[config.mk]
export PLATFORM = sky130hd
export DESIGN_NAME = id_stage_hz
export DESIGN_NICKNAME = d
export VERILOG_FILES = /design/src/rtl/id_stage_hz.sv
export SDC_FILE = /design/constraint.sdc
export NUM_CORES = 2
export LEC_CHECK = 0
export CORE_MARGIN = 1
export CORE_UTILIZATION = 25
export CTS_BUF_LIST = sky130_fd_sc_hd__clkbuf_16
export DETAILED_ROUTE_END_ITERATION = 8
export SLEW_MARGIN = 20
export SYNTH_ARGS = -nofsm -noshare
export SYNTH_HDL_FRONTEND = slang
export SYNTH_SLANG_ARGS = --single-unit
[constraint.sdc]
create_clock -name i_clock -period 6.05 [get_ports i_clock]
set_input_delay 1.21 -clock i_clock [delete_from_list [all_inputs] [get_ports i_clock]]
set_output_delay 1.21 -clock i_clock [all_outputs]
set_load 0.01 [all_outputs]
[src/rtl/id_stage_hz.sv]
// Decode stage: register file with WB bypass, control decode, hazard detection,
// early branch/jump resolution and the registered ID/EX boundary.
module id_stage_hz #(
  parameter int NB_DATA = 32,
  parameter int NB_PC   = 32,
  parameter int NB_INST = 32,
  parameter int NB_REG  = 5,
  parameter int NB_CNT  = 16
) (
  input  logic               i_clock,
  input  logic               i_ID_reset_n,
  input  logic               i_ID_enable,
  input  logic               i_ID_flush,
  input  logic [NB_INST-1:0] i_ID_inst,
  input  logic [NB_PC-1:0]   i_ID_pc,
  input  logic               i_ID_wb_reg_write,
  input  logic [NB_REG-1:0]  i_ID_wb_reg,
  input  logic [NB_DATA-1:0] i_ID_wb_data,
  input  logic               i_ID_ex_mem_read,
  input  logic               i_ID_ex_reg_write,
  input  logic [NB_REG-1:0]  i_ID_ex_dest,
  output logic               o_ID_stall,
  output logic               o_ID_redirect,
  output logic [NB_PC-1:0]   o_ID_redirect_pc,
  output logic               o_ID_reg_dest,
  output logic               o_ID_alu_src,
  output logic               o_ID_mem_read,
  output logic               o_ID_mem_write,
  output logic               o_ID_mem_to_reg,
  output logic               o_ID_reg_write,
  output logic               o_ID_link,
  output logic [5:0]         o_ID_alu_op,
  output logic [5:0]         o_ID_funct,
  output logic [NB_DATA-1:0] o_ID_data_a,
  output logic [NB_DATA-1:0] o_ID_data_b,
  output logic [NB_DATA-1:0] o_ID_immediate,
  output logic [NB_REG-1:0]  o_ID_rs,
  output logic [NB_REG-1:0]  o_ID_rt,
  output logic [NB_REG-1:0]  o_ID_rd,
  output logic [NB_PC-1:0]   o_ID_pc,
  output logic [NB_CNT-1:0]  o_ID_stall_count
);

  localparam int unsigned N_REGS = 2**NB_REG;

  typedef enum logic [5:0] {
    OP_RTYPE = 6'b000000,
    OP_J     = 6'b000010,
    OP_JAL   = 6'b000011,
    OP_BEQ   = 6'b000100,
    OP_BNE   = 6'b000101,
    OP_ADDI  = 6'b001000,
    OP_LW    = 6'b100011,
    OP_SW    = 6'b101011
  } opcode_e;

  typedef struct packed {
    logic               reg_dest;
    logic               alu_src;
    logic               mem_read;
    logic               mem_write;
    logic               mem_to_reg;
    logic               reg_write;
    logic               link;
    logic [5:0]         alu_op;
    logic [5:0]         funct;
    logic [NB_DATA-1:0] data_a;
    logic [NB_DATA-1:0] data_b;
    logic [NB_DATA-1:0] imm;
    logic [NB_REG-1:0]  rs;
    logic [NB_REG-1:0]  rt;
    logic [NB_REG-1:0]  rd;
    logic [NB_PC-1:0]   pc;
  } idex_t;

  opcode_e             opcode;
  logic [5:0]          funct;
  logic [NB_REG-1:0]   rs, rt, rd;
  logic [15:0]         imm16;
  logic [NB_DATA-1:0]  regs [N_REGS];
  logic [NB_DATA-1:0]  data_a, data_b;
  logic                is_rtype, is_jr, is_jalr, is_beq, is_bne, is_j, is_jal;
  logic                uses_rt, is_branch, is_jreg;
  logic                load_use, branch_hz, taken;
  logic [NB_PC-1:0]    branch_target, jump_target;
  idex_t               dec, idex_q;
  logic [NB_CNT-1:0]   stall_cnt_q;

  assign opcode = opcode_e'(i_ID_inst[31:26]);
  assign funct  = i_ID_inst[5:0];
  assign rs     = NB_REG'(i_ID_inst[25:21]);
  assign rt     = NB_REG'(i_ID_inst[20:16]);
  assign rd     = NB_REG'(i_ID_inst[15:11]);
  assign imm16  = i_ID_inst[15:0];

  always_ff @(posedge i_clock) begin
    if (!i_ID_reset_n) begin
      for (int unsigned i = 0; i < N_REGS; i++) regs[NB_REG'(i)] <= '0;
    end else if (i_ID_wb_reg_write && i_ID_wb_reg != '0) begin
      regs[i_ID_wb_reg] <= i_ID_wb_data;
    end
  end

  // Same-cycle WB bypass so a value written this edge is visible to decode now.
  assign data_a = (rs == '0) ? '0 :
                  (i_ID_wb_reg_write && i_ID_wb_reg == rs) ? i_ID_wb_data : regs[rs];
  assign data_b = (rt == '0) ? '0 :
                  (i_ID_wb_reg_write && i_ID_wb_reg == rt) ? i_ID_wb_data : regs[rt];

  assign is_rtype  = (opcode == OP_RTYPE);
  assign is_jr     = is_rtype && (funct == 6'b001000);
  assign is_jalr   = is_rtype && (funct == 6'b001001);
  assign is_beq    = (opcode == OP_BEQ);
  assign is_bne    = (opcode == OP_BNE);
  assign is_j      = (opcode == OP_J);
  assign is_jal    = (opcode == OP_JAL);
  assign is_branch = is_beq || is_bne;
  assign is_jreg   = is_jr || is_jalr;
  assign uses_rt   = is_rtype || (opcode == OP_SW) || is_branch;

  always_comb begin
    dec        = '0;
    dec.alu_op = i_ID_inst[31:26];
    dec.funct  = funct;
    dec.data_a = data_a;
    dec.data_b = data_b;
    dec.imm    = {{(NB_DATA-16){imm16[15]}}, imm16};
    dec.rs     = rs;
    dec.rt     = rt;
    dec.rd     = rd;
    dec.pc     = i_ID_pc;
    case (opcode)
      OP_RTYPE: begin
        dec.reg_dest  = 1'b1;
        dec.reg_write = !is_jr;
        dec.link      = is_jalr;
      end
      OP_LW: begin
        dec.mem_read   = 1'b1;
        dec.mem_to_reg = 1'b1;
        dec.alu_src    = 1'b1;
        dec.reg_write  = 1'b1;
      end
      OP_SW: begin
        dec.mem_write = 1'b1;
        dec.alu_src   = 1'b1;
      end
      OP_ADDI: begin
        dec.alu_src   = 1'b1;
        dec.reg_write = 1'b1;
      end
      OP_JAL: begin
        dec.link      = 1'b1;
        dec.reg_write = 1'b1;
      end
      default: ;
    endcase
  end

  assign load_use  = i_ID_ex_mem_read && (i_ID_ex_dest != '0) &&
                     ((i_ID_ex_dest == rs) || (uses_rt && i_ID_ex_dest == rt));
  assign branch_hz = (is_branch || is_jreg) && i_ID_ex_reg_write && (i_ID_ex_dest != '0) &&
                     ((i_ID_ex_dest == rs) || (is_branch && i_ID_ex_dest == rt));
  assign o_ID_stall = (load_use || branch_hz) && i_ID_enable;

  assign branch_target = i_ID_pc + {{(NB_PC-16){imm16[15]}}, imm16};
  assign jump_target   = {i_ID_pc[NB_PC-1:26], i_ID_inst[25:0]};

  assign taken = (is_beq && data_a == data_b) || (is_bne && data_a != data_b) ||
                 is_j || is_jal || is_jreg;
  assign o_ID_redirect = taken && i_ID_enable && !o_ID_stall && !i_ID_flush;

  always_comb begin
    o_ID_redirect_pc = branch_target;
    if (is_jreg)           o_ID_redirect_pc = NB_PC'(data_a);
    else if (is_j || is_jal) o_ID_redirect_pc = jump_target;
  end

  always_ff @(posedge i_clock) begin
    if (!i_ID_reset_n) begin
      idex_q <= '0;
    end else if (i_ID_enable) begin
      if (i_ID_flush || o_ID_stall) idex_q <= '0;
      else                          idex_q <= dec;
    end
  end

  always_ff @(posedge i_clock) begin
    if (!i_ID_reset_n)                          stall_cnt_q <= '0;
    else if (o_ID_stall && stall_cnt_q != '1)   stall_cnt_q <= stall_cnt_q + 1'b1;
  end

  assign o_ID_reg_dest    = idex_q.reg_dest;
  assign o_ID_alu_src     = idex_q.alu_src;
  assign o_ID_mem_read    = idex_q.mem_read;
  assign o_ID_mem_write   = idex_q.mem_write;
  assign o_ID_mem_to_reg  = idex_q.mem_to_reg;
  assign o_ID_reg_write   = idex_q.reg_write;
  assign o_ID_link        = idex_q.link;
  assign o_ID_alu_op      = idex_q.alu_op;
  assign o_ID_funct       = idex_q.funct;
  assign o_ID_data_a      = idex_q.data_a;
  assign o_ID_data_b      = idex_q.data_b;
  assign o_ID_immediate   = idex_q.imm;
  assign o_ID_rs          = idex_q.rs;
  assign o_ID_rt          = idex_q.rt;
  assign o_ID_rd          = idex_q.rd;
  assign o_ID_pc          = idex_q.pc;
  assign o_ID_stall_count = stall_cnt_q;

endmodule
Yosys cells after proc, flatten, opt, wreduce, memory -nomap -nowiden. Memories as Yosys holds them, arrays and structs flattened. Cells that the tools add are included. W data, S select, Z words.

Equality and inequality tests: 16. Add/sub/neg operators: 2. Reductions and logical operators: 44. Mux-type cells: 20.

Operator list (count): $mux W32 (7); $mux W162 (1); $add A32 B32 Y32 (1); $eq A32 B32 Y1 (1); $ne A32 B32 Y1 (1); $reduce_or A32 Y1 (1); $eq A5 B5 Y1 (4); $logic_and A1 B1 Y1 (19); $eq A6 B4 Y1 const B (3); $add A16 B1 Y16 const B (1); $ne A16 B16 Y1 const B (1); $logic_or A1 B1 Y1 (14); $eq A6 B2 Y1 const B (2); $eq A6 B3 Y1 const B (2); $eq A6 B6 Y1 const B (2); $logic_not A5 Y1 (2); $reduce_bool A5 Y1 (2); $mux W1 (9); $logic_not A6 Y1 (1); $reduce_or A3 Y1 (2); $mux W5 (1); $pmux W1 S2 (2); $logic_not A1 Y1 (3).

Bits in registers: 178. Word-level logic and storage cells: 100. Input bits: 113. Memories: 1. RAM bits: 1024.

Memories: regs (words 32, width 32, rd ports 2, clocked after memory_dff 0, wr ports 32, RTL line 80) `logic [NB_DATA-1:0] regs [N_REGS];`.

Logic depth before layout (Yosys ltp).
Word-level depth: 13. Depth in mapped cells: 17. Gate-level depth less buffers: 15.

Least setup slack after synthesis. Ideal clock, no wire load.

Path kind: input to output. Start point: input port i_ID_inst[23]. End point: output port o_ID_redirect. Path slack: 0.778 ns. Cell stages on the path: 14. Arrival time: 4.062 ns. Data required time: 4.840 ns. Path through: buf_4 > xor2_1 > nor4_1 > nand3_1 > and2_1 > clkbuf_1 > o31a_1 > or4_1 > xnor2_1 > nor4_1 > nand3_1 > nor4_2 > mux2i_1 > o21ai_1.

Longest elaborated chain between the ends: 13.

RTL lines: from (decl) (RTL line 14) `input logic [NB_INST-1:0] i_ID_inst,`; branches (longest 11 deep; another with $mem_v2 Z32 W32); $logic_and A1 B1 Y1 * (2 in series) (RTL line 171) `assign o_ID_redirect = taken && i_ID_enable && !o_ID_stall && !i_ID_flush;`; to (decl) (RTL line 23) `output logic o_ID_redirect,`.

Every way passes the cells marked *.

Final worst setup path.
Start point: input port i_ID_inst[19]. End point: output port o_ID_redirect.

Longest elaborated chain between the ends: 13.

RTL lines (RTL line): branches (longest 11 deep; another with $mem_v2 Z32 W32); $logic_and A1 B1 Y1 * (2 in series) (171).

Marked as above.

==> summary by stage <==
Power and ir drop
Across the VDD grid, the largest voltage drop is 0.330 mV. The leakage component of the power is 0.0287 uW. Power spread over the standard cell area amounts to roughly 270 nW/um^2. The design draws 21400 uW.

Timing
The highest achievable clock rate is 164 MHz. Setup repair after global routing could not meet its margin everywhere. The final critical-path share of the clock period is 101%. The final setup TNS is -0.0556 ns. Across the routed clock network, the largest skew measured is 0.0315 ns.

Headroom to the max-slew limit came out at about a quarter. The smallest clock period supported by the final layout is computed as ~6 ns. Setup slack on the critical path of the routed design comes to -0.0556 ns. The slew of the pin with the lowest slew margin is 1.11 ns. The final number of max-transition violations is 0. Setup violations remaining at the end of the flow were counted as 1.

The worst slack on hold paths is between 0.4 and 0.5 ns. The total count of hold-check failures in the final report was 0.

Yosys
The area of the mapped netlist is between 60000 and 70000 sq um. The synthesized netlist contains 86 unique library cells. In the synthesized netlist, the number of instances is around 4600. In this run, synthesis produced a sequential element count of roughly 1200. The biggest area contributor in the post-synthesis netlist is sky130_fd_sc_hd__edfxtp_1.

For this run, asynchronously set or reset flops after synthesis account for 0%. The number of warning messages in the yosys log is 0. The most used standard cell by instance count after synthesis is sky130_fd_sc_hd__edfxtp_1. The number of enable flip-flop cells after synthesis is just over 1000. The mean instance size in the synthesized netlist is around 14 sq um. Sequential cells were found to cover a little over half of the synthesized design area.

By area the synthesized netlist is led by sky130_fd_sc_hd__edfxtp_1 (49%), sky130_fd_sc_hd__mux4_2 (18%), sky130_fd_sc_hd__and2_1 (9.9%), sky130_fd_sc_hd__dfxtp_1 (4.8%), sky130_fd_sc_hd__a22oi_1 (2.3%). The most used flip-flop cell after synthesis is sky130_fd_sc_hd__edfxtp_1. The proportion of netlist area held by the largest area contributor is between 40% and 50%. The commonest cells after synthesis are sky130_fd_sc_hd__edfxtp_1 (1024), sky130_fd_sc_hd__and2_1 (1002), sky130_fd_sc_hd__mux4_2 (495), sky130_fd_sc_hd__clkbuf_1 (302), sky130_fd_sc_hd__nor2_1 (298).

Floorplan
The width of the die is around 500 um. The number of placement rows is 184. The floorplan step set the die height to between 500 and 600 um. After floorplanning, the core was sized to cover between 200000 and 300000 sq um.

The die footprint is 255000 sq um. The initial standard-cell utilization of the core is 25.1%. The number of I/O pins is ~330.

Cells and area
The number of standard cells in the final layout excluding fillers is 8919. The register with the most flip-flops in the final layout is regs. The total number of nets in the final design is roughly 5600. The layout overhead on the synthesized area is 27.5%. The final core utilization is roughly a third. The register with the most flip-flops in the layout has just over 1000 of them. The post-route netlist has a little under a third of its cells at a drive strength greater than 1. Fill cells in the final layout number roughly 25000.

CTS
The clock passes through at most 3 buffers. Clock-pin slew was measured on the worst setup and hold paths at 0.06 ns. The H-tree was split into 4 levels. Counting the buffers created by CTS gives around 140.

At the later pin of the worst-skew pair, clock insertion delay measures 0.81 ns. TritonCTS built the clock tree. The buffer cell driving the clock tree root is sky130_fd_sc_hd__clkbuf_16. The clock net sink count is around 1200. The quantity of hold-fixing buffers added after cts is 0.

Global routing
The global-route wire length before repair is between 300 and 400 mm. For this run the aggregate overflow at the end of global routing stands at 0. Entering global routing, the biggest net connects between 90 and 100 pins. The initial antenna violation count was 17. The overall global routing resource usage is 19.3%. The number of global-route vias before repair came to 45600.

Placement
The placed cell count is roughly 8600. The placer congestion estimate is about 0.95. The count of buffers added on input and output ports is 324. Detailed placement finished with a half-perimeter wire length of roughly 180 mm.

Drt
The first-pass iteration count of the detailed router is 6. After detailed routing, the average wire length per cell comes to 28.4 um. In this run the remaining antenna-violating nets after routing total 0.

The number of DRC violations after detailed routing is 0. Wire segments on met3 add up to about 29 mm in the final route. Using the TritonRoute via totals, the vias-per-cell ratio works out to just over 5. In this run the top signal layer used is met5.

Detailed routing inserted a total of 46200 vias. The sum of routed wire length over all layers is 253 mm. For this block, wires on met1 add up to approximately 95 mm. The initial DRC count is ~6400. After detailed routing, the met2 layer carries around 120 mm of wire.

Critical path
The required time of the worst setup path is between 4 and 5 ns. The worst setup path category is in2out. At the worst endpoint, the arrival time is just under 5 ns. The startpoint class of the critical path is an input pin. The worst setup path is captured at an output port. Along the worst path, the maximum fanout reaches 5. Setup slack on the worst reg-to-reg path comes out at roughly 3.4 ns.

Job
The number of maximum-capacitance violations is 0.

Hold path
The tightest min-delay check is of the reg2reg type.

Outcome
The flow ran to the end, but the final reports show violations. The final reports fail on negative setup slack.
-- final cells by class --
| type | instances | area (sq um) | share of cell area [%] |
|---|---|---|---|
| inverter | 23 | 100 | 0.124 |
| multi-input combinational | 2988 | 27700 | 34.4 |
| clock inverter | 110 | 811 | 1.01 |
| timing repair buffer | 1134 | 10500 | 13.0 |
| tap | 3348 | 4190 | 5.20 |
| clock buffer | 139 | 3480 | 4.32 |
| sequential | 1174 | 33800 | 41.9 |
| antenna | 3 | 7.51 | 0.00933 |
-- timing repair --
item,in CTS,in global routing
hold endpoints to repair,0,0
gates resized for setup,85,45
buffers inserted,21,8
cloned,1,0
setup endpoints to repair,23,14
pin swaps,29,25
-- routing by layer --
metal,vias up,global-route usage (%)
li1,19200,-
met3,502,5.41
met5,-,0
met2,2926,31.0
met4,2,8.55
met1,23600,24.2
-- per-stage QoR --
step	worst slack [ns]	instance area, sq um
2_1_floorplan	0.778	63200
3_3_place_gp	-1.01	75500
3_5_place_dp	-0.906	75500
4_1_cts	-0.0904	80300
5_1_grt	-0.182	80500
6_report	-0.0556	80500
-- critical path, cell delays in order --
cell,delay [ns]
sky130_fd_sc_hd__buf_2,0.10
sky130_fd_sc_hd__buf_12,0.15
sky130_fd_sc_hd__buf_4,0.20
sky130_fd_sc_hd__nor2b_1,0.41
sky130_fd_sc_hd__buf_4,0.24
sky130_fd_sc_hd__nand2_1,0.27
sky130_fd_sc_hd__buf_4,0.27
sky130_fd_sc_hd__o22ai_1,0.11
sky130_fd_sc_hd__nor4_1,0.08
sky130_fd_sc_hd__buf_4,0.15
sky130_fd_sc_hd__a22oi_1,0.35
sky130_fd_sc_hd__xor2_1,0.13
sky130_fd_sc_hd__nor4_1,0.21
sky130_fd_sc_hd__nand2_1,0.12
sky130_fd_sc_hd__nor4_2,0.27
sky130_fd_sc_hd__buf_4,0.18
sky130_fd_sc_hd__mux2i_1,0.18
sky130_fd_sc_hd__o21ai_1,0.08
sky130_fd_sc_hd__buf_2,0.15
-- cells by family (layout without fill, tap and decap cells) --
kind of cell             count (synthesis)  count (layout)  synth area share, %
buffers and inverters                  503            1406                 4.26
other                                    1              35              0.00594
AO/OA/AOI/OAI                          644             644                 6.88
adder cells (fa/ha/maj)                 33              33                0.666
multiplexers                           581             581                 19.3
flip-flops                            1174            1174                 53.5
XOR/XNOR                                87              87                 1.21
AND/OR/NAND/NOR                       1611            1611                 14.3
-- layout by cell type, fill, tap and decap left out, types with 17 or more instances in the layout --
| master | n |
|---|---|
| sky130_fd_sc_hd__a211oi_1 | 36 |
| sky130_fd_sc_hd__nor2_2 | 26 |
| sky130_fd_sc_hd__clkdlybuf4s50_1 | 289 |
| sky130_fd_sc_hd__mux2_2 | 17 |
| sky130_fd_sc_hd__nand3_1 | 33 |
| sky130_fd_sc_hd__dfxtp_1 | 150 |
| sky130_fd_sc_hd__and2_1 | 1002 |
| sky130_fd_sc_hd__nand2_1 | 125 |
| sky130_fd_sc_hd__inv_1 | 60 |
| sky130_fd_sc_hd__a21o_1 | 20 |
| sky130_fd_sc_hd__buf_4 | 719 |
| sky130_fd_sc_hd__clkinv_1 | 24 |
| sky130_fd_sc_hd__o21ai_4 | 30 |
| sky130_fd_sc_hd__clkbuf_16 | 140 |
| sky130_fd_sc_hd__nor2_1 | 264 |
| sky130_fd_sc_hd__nor3_1 | 33 |
| sky130_fd_sc_hd__a22oi_1 | 187 |
| sky130_fd_sc_hd__o21ai_0 | 44 |
| sky130_fd_sc_hd__conb_1 | 32 |
| sky130_fd_sc_hd__xor2_1 | 34 |
| sky130_fd_sc_hd__mux4_2 | 495 |
| sky130_fd_sc_hd__buf_12 | 84 |
| sky130_fd_sc_hd__o22ai_1 | 73 |
| sky130_fd_sc_hd__edfxtp_1 | 1024 |
| sky130_fd_sc_hd__clkinv_2 | 19 |
| sky130_fd_sc_hd__a21oi_1 | 124 |
| sky130_fd_sc_hd__xnor2_1 | 44 |
| sky130_fd_sc_hd__ha_1 | 29 |
| sky130_fd_sc_hd__mux2i_1 | 61 |
-- path summary, 6_finish.rpt --
path / startpoint / endpoint / depth (start not counted)
worst max-delay path: i_ID_inst[19] / o_ID_redirect / 19
worst min-delay path: o_ID_alu_op[0] / o_ID_alu_op[0] / 2
worst max register to register: regs[7][20] / o_ID_data_b[20] / 10
worst min register to register: o_ID_alu_op[0] / o_ID_alu_op[0] / 2
-- report_power, final --
part,internal [uW],switching [uW],total (uW)
sequential,9230,223,9450
clock,4540,3540,8080
combinational,1720,2100,3820
total,15500,5860,21400
Power figures use the tool's default switching activity.
